`config.mk`:
```
export PLATFORM = sky130hd
export DESIGN_NAME = uart_module_rx
export DESIGN_NICKNAME = d
export VERILOG_FILES = /design/src/rtl/uart_pkg.sv /design/src/rtl/uart_rx_sync.sv /design/src/rtl/uart_module_rx.sv
export SDC_FILE = /design/constraint.sdc
export NUM_CORES = 1
export LEC_CHECK = 0
export ABC_AREA = 1
export BUFFER_PORTS_ARGS = -buffer_cell sky130_fd_sc_hd__buf_2
export CAP_MARGIN = 20
export CORE_MARGIN = 10
export CORE_UTILIZATION = 25
export CTS_CLUSTER_SIZE = 10
export DETAILED_ROUTE_END_ITERATION = 8
export PLACE_DENSITY = 0.38
export SLEW_MARGIN = 20
export SYNTH_ARGS = -nofsm -noshare
export SYNTH_HDL_FRONTEND = slang
export SYNTH_HIERARCHICAL = 1
export SYNTH_SLANG_ARGS = --single-unit
```
`constraint.sdc`:
```
create_clock -name clk1mhz -period 1.3 [get_ports clk1mhz]
set_input_delay 0.195 -clock clk1mhz [delete_from_list [all_inputs] [get_ports clk1mhz]]
set_output_delay 0.195 -clock clk1mhz [all_outputs]
set_load 0.03 [all_outputs]
```
`src/rtl/uart_pkg.sv`:
```
// uart_pkg: shared UART baud constants, data width and RX state encoding.
package uart_pkg;
  localparam int D1_CNT_VALUE = 103;
  localparam int D1_CNT_HALF  = 51;
  localparam int DATA_W       = 8;
  localparam int CNT_W        = 7;
  localparam int IDX_W        = 4;
  typedef enum logic [2:0] {IDLE, START, DATA, STOP, BREAK} rx_state_t;
endpackage

```
`src/rtl/uart_rx_sync.sv`:
```
// uart_rx_sync: 2-flop synchronizer for the serial line.
// Ports: clk1mhz clock, reset async active-low (flops reset to 1 = line idle),
//        d async input, q synchronized output.
module uart_rx_sync (
  input  logic clk1mhz,
  input  logic reset,
  input  logic d,
  output logic q
);
  logic s1;
  always_ff @(posedge clk1mhz or negedge reset)
    if (!reset) {q, s1} <= 2'b11;
    else {q, s1} <= {s1, d};
endmodule

```
`src/rtl/uart_module_rx.sv`:
```
// uart_module_rx: 8N1 UART receiver with ready/ack handshake, overrun and framing error.
// Ports: clk1mhz clock, reset async active-low, rxd serial in (idle high),
//        rx_ack consumer ack, rx_data last good byte, rx_ready byte held,
//        overrun sticky lost-byte flag, frame_err one-cycle bad-stop pulse, busy not idle.
module uart_module_rx
  import uart_pkg::*;
#(
  parameter int D1_CNT_VALUE = uart_pkg::D1_CNT_VALUE,
  parameter int D1_CNT_HALF  = uart_pkg::D1_CNT_HALF
) (
  input  logic        clk1mhz,
  input  logic        reset,
  input  logic        rxd,
  input  logic        rx_ack,
  output logic [7:0]  rx_data,
  output logic        rx_ready,
  output logic        overrun,
  output logic        frame_err,
  output logic        busy
);
  localparam logic [CNT_W-1:0] CNT_END  = CNT_W'(D1_CNT_VALUE);
  localparam logic [CNT_W-1:0] CNT_MID  = CNT_W'(D1_CNT_HALF);
  rx_state_t          state, state_n;
  logic [CNT_W-1:0]   cnt, cnt_n;
  logic [IDX_W-1:0]   idx, idx_n;
  logic [DATA_W-1:0]  sh, sh_n, data_n;
  logic               rxd_s, ready_n, ovr_n, fe_n;
  uart_rx_sync u_sync (
    .clk1mhz (clk1mhz),
    .reset   (reset),
    .d       (rxd),
    .q       (rxd_s)
  );
  assign busy = state != IDLE;
  always_ff @(posedge clk1mhz or negedge reset)
    if (!reset) begin
      state     <= IDLE;
      cnt       <= '0;
      idx       <= '0;
      sh        <= '0;
      rx_data   <= '0;
      rx_ready  <= 1'b0;
      overrun   <= 1'b0;
      frame_err <= 1'b0;
    end else begin
      state     <= state_n;
      cnt       <= cnt_n;
      idx       <= idx_n;
      sh        <= sh_n;
      rx_data   <= data_n;
      rx_ready  <= ready_n;
      overrun   <= ovr_n;
      frame_err <= fe_n;
    end
  // Ack clears ready/overrun by default; a good stop bit in the same cycle
  // re-asserts ready, and flags overrun only when an unacked byte is lost.
  always_comb begin
    state_n = state;
    cnt_n   = cnt;
    idx_n   = idx;
    sh_n    = sh;
    data_n  = rx_data;
    ready_n = rx_ready & ~rx_ack;
    ovr_n   = overrun & ~rx_ack;
    fe_n    = 1'b0;
    case (state)
      IDLE:
        if (!rxd_s) begin
          state_n = START;
          cnt_n   = '0;
        end
      START:
        if (cnt == CNT_MID) begin
          state_n = rxd_s ? IDLE : DATA;
          cnt_n   = '0;
          idx_n   = '0;
        end else cnt_n = cnt + 1'b1;
      DATA:
        if (cnt == CNT_END) begin
          cnt_n   = '0;
          sh_n    = {rxd_s, sh[DATA_W-1:1]};
          idx_n   = idx + 1'b1;
          state_n = (idx == IDX_W'(DATA_W - 1)) ? STOP : DATA;
        end else cnt_n = cnt + 1'b1;
      STOP:
        if (cnt == CNT_END) begin
          cnt_n   = '0;
          state_n = rxd_s ? IDLE : BREAK;
          fe_n    = ~rxd_s;
          if (rxd_s) begin
            data_n  = sh;
            ready_n = 1'b1;
            ovr_n   = ovr_n | (rx_ready & ~rx_ack);
          end
        end else cnt_n = cnt + 1'b1;
      BREAK:
        if (rxd_s) state_n = IDLE;
      default: state_n = IDLE;
    endcase
  end
endmodule

```
==> impl_metrics.yaml <==
layout:
  final_cell_mix: "dfrtp_1 (33), buf_4 (26), inv_1 (21), nand2_1 (20), o21ai_2 (19)"
  drive_gt1_frac: 0.525
  area_growth_pct: 47.6
  nets: 243
  final_common_cell: "dfrtp_1"
  num_antenna_cells: 0
grt:
  grt_pass1_vias: 1482
  track_usage: 0.0837
  grt_start_max_net_pins: 36
  grt_overflow: 0
  grt_pass1_wl_um: 6930
  antenna_found_initial: 0
critical_path:
  cp.arrival_ps: 1570
  setup.worst_path.class: "reg -> reg"
  startpoint: "cnt[1]"
  r2r_setup_slack_ps: -90
  cp.depth: 7
  crit_chain: "ha_4 > nand3_4 > nor2_8 > nand2_4 > buf_12 > nand2_2 > o21ai_2"
  path_buf_inv: 1
  end_kind: "flip-flop"
  cp_max_fo: 10
  cpPeakStageDelay_ps: 400
  crit_family: "simple AND/OR/NAND/NOR gates"
  r2r_start: "cnt[1]"
  worstRegToRegCells: 7
  required_ps: 1480
  endpoint: "sh[2]"
  crit_path_top_delay_cell: "dfrtp_1"
  cp-start-kind: "flip-flop"
  worstReg2RegEnd: "sh[2]"
yosys:
  syn_area_um2: 1680
  synth_cells: 181
  synth.area.top_cells: "dfrtp_1 (49%), nand2_1 (9.6%), o21ai_2 (8.3%), inv_1 (5.1%), nand3_1 (3.9%)"
  ys_async_sr_fraction: 1.00
  synth_top_family_by_area: "simple AND/OR/NAND/NOR gates"
  synth_compound_area_frac: 0.146
  synth_top_area_share: 0.491
  synthXorXnorAreaFrac: 0.0156
  synth-adder-area-share: 0.0149
  syn_area_per_cell_um2: 9.30
  synth_edf_count: 0
  ys_ff_latch: 35
  syn-num-nets: 187
  ys_types: 28
  muxShareOfSynthArea: 0
  yosysTopAreaCell: "dfrtp_1"
  synth_warnings: 6
  ys_seq_area_frac: 0.522
  synth_ff_type: "dfrtp_1"
  synth-simple-area-share: 0.234
run_status:
  violations: "negative setup slack"
  status: "complete, but fails checks"
sta:
  finalCritPeriodShare: 1.07
  fin_crit_ps: 1390
  slew_headroom: 0.850
  fmax_mhz: 718
  finalMaxSlewViolations: 0
  rsz0062_at_grt: "true"
  setup_viol_count_final: 31
  tns_ps: -1990
  worst_slack_ps: -92.4
  worst_pin_slew_ps: 225
  finClkSkew_ps: 10.8
  hold_viol_final: 0
clocking:
  cts_tree: "done"
  clkTransAtPathRegs_ps: 80
  cts_sinks: 35
  htreeDepth: 2
  clk_latency_ps: 280
  cts_buffer_depth: 2
  cts_buffers: 5
  root_buffer: "clkbuf_8"
job:
  maxCapViolCount: 0
routing:
  ant_nets: 0
  drc: 0
  routed_wl_um: 4170
  drtPass1Iterations: 4
  via_count: 1391
  drtIter0Drc: 87
  post_drt_wl_per_cell_um: 13.3
  via_per_inst: 4.42
place:
  place_ws_ps: -145
  dpl.hpwl_um: 2900
  io_buffers: 15
  place_congestion: 0.784
floorplanning:
  die_w_um: 102
  ios: 16
  start_util: 0.261
  fp-row-count: 29
  core_area_um2: 6460
  fp.dieArea_um2: 10400
  fp.dieH_um: 102
min_path:
  hold_depth: 2
  worst_hold_path_type: "in -> reg"
pwr:
  swShare: 0.207
  p_comb_frac: 0.023
  p_int_uw: 1680
  ir_drop_mv: 0.434
  pwr_density_cell_nw_per_um2: 856
  p_seq_frac: 0.516
  cellLeakagePower_uw: 0.00120
  clkPwrFrac: 0.461
  switching_power_uw: 441
==> stage by stage <==
step | total power (uW) | instances | utilization | area (um2) | hold WS, ps
after floorplan | 1120 | 181 | - | 1710 | -101
after global placement | 1160 | 300 | 0.327 | 2110 | 173
after detailed placement | 1160 | 300 | 0.327 | 2110 | 176
after CTS | 2170 | 314 | 0.367 | 2370 | 62.0
after global routing | 2220 | 315 | 0.385 | 2480 | 84.0
final | 2130 | 315 | 0.385 | 2480 | 87.6
==> per-layer routing <==
metal | global-route usage | routed length, um | share of wire
met1 | 0.0893 | 1730 | 0.41
met2 | 0.150 | 2270 | 0.54
met3 | 0.0263 | 151 | 0.036
met4 | 0.0336 | 26 | 0.0062
met5 | 0 | 0 | 0
==> state kept, by name (all words and copies together) (netlist names) <==
signal and flops:
frame_err 1, idx 4, state 3, u_sync/q 1, cnt 7, rx_ready 1, sh 8, overrun 1
rx_data 8, u_sync/s1 1
==> how the worst min path moves through the flow <==
stage	startpoint	to	slack, ps
floorplan	reset	cnt[0]	-100
global placement	reset	cnt[2]	170
finish	rx_ack	overrun	90
global route	rx_ack	overrun	80
detailed placement	reset	cnt[2]	180
CTS	rx_ack	overrun	60
==> cells by family after synthesis <==
family          after synthesis
flops                        35
fa+ha+maj                     2
buf+inv                      26
compound gates               34
simple gates                 81
xor+xnor                      3
==> repair_timing <==
action,in CTS,in global routing
pin swaps,11,7
hold buffers,2,0
endpoints found under the setup margin,33,34
gates resized for setup,30,27
hold endpoints to repair,34,0
buffers inserted,4,1
==> cells in the mapped netlist, types with 3 or more instances <==
master    instances
nand2_2           4
o21ai_0           3
a21oi_1           4
nor2_1           10
o21ai_2          16
inv_1            23
nand2_1          43
o21bai_1          3
nand3_1          13
dfrtp_1          33
xor2_1            3
o21ai_1           4
==> power groups by stage <==
stage | sequential [uW] | combinational [uW] | clock [uW]
3_3_place_gp | 1120 | 45.2 | 0
6_report | 1100 | 49.4 | 980
3_5_place_dp | 1120 | 46.8 | 0
4_1_cts | 1100 | 51.7 | 1020
2_1_floorplan | 1120 | 3.57 | 0
5_1_grt | 1100 | 57.0 | 1070
==> worst reg2reg max path: cells and delay by family (launching register included) <==
kind | cells | cell delay (ps)
and+or+nand+nor | 4 | 480
DFF | 1 | 400
adders and majority gates | 1 | 190
buffers and inverters | 1 | 170
AOI/OAI and AO/OA | 1 | 50
==> cell type report <==
class | instances | area (um2)
clock inverter | 2 | 37.5
clock buffer | 6 | 72.6
multi-input combinational | 120 | 885
fill | 660 | 3980
inverter | 24 | 92.6
tap | 77 | 96.3
sequential | 35 | 878
timing repair buffer | 51 | 422
Note: power is estimated with default switching activity, not from simulation.
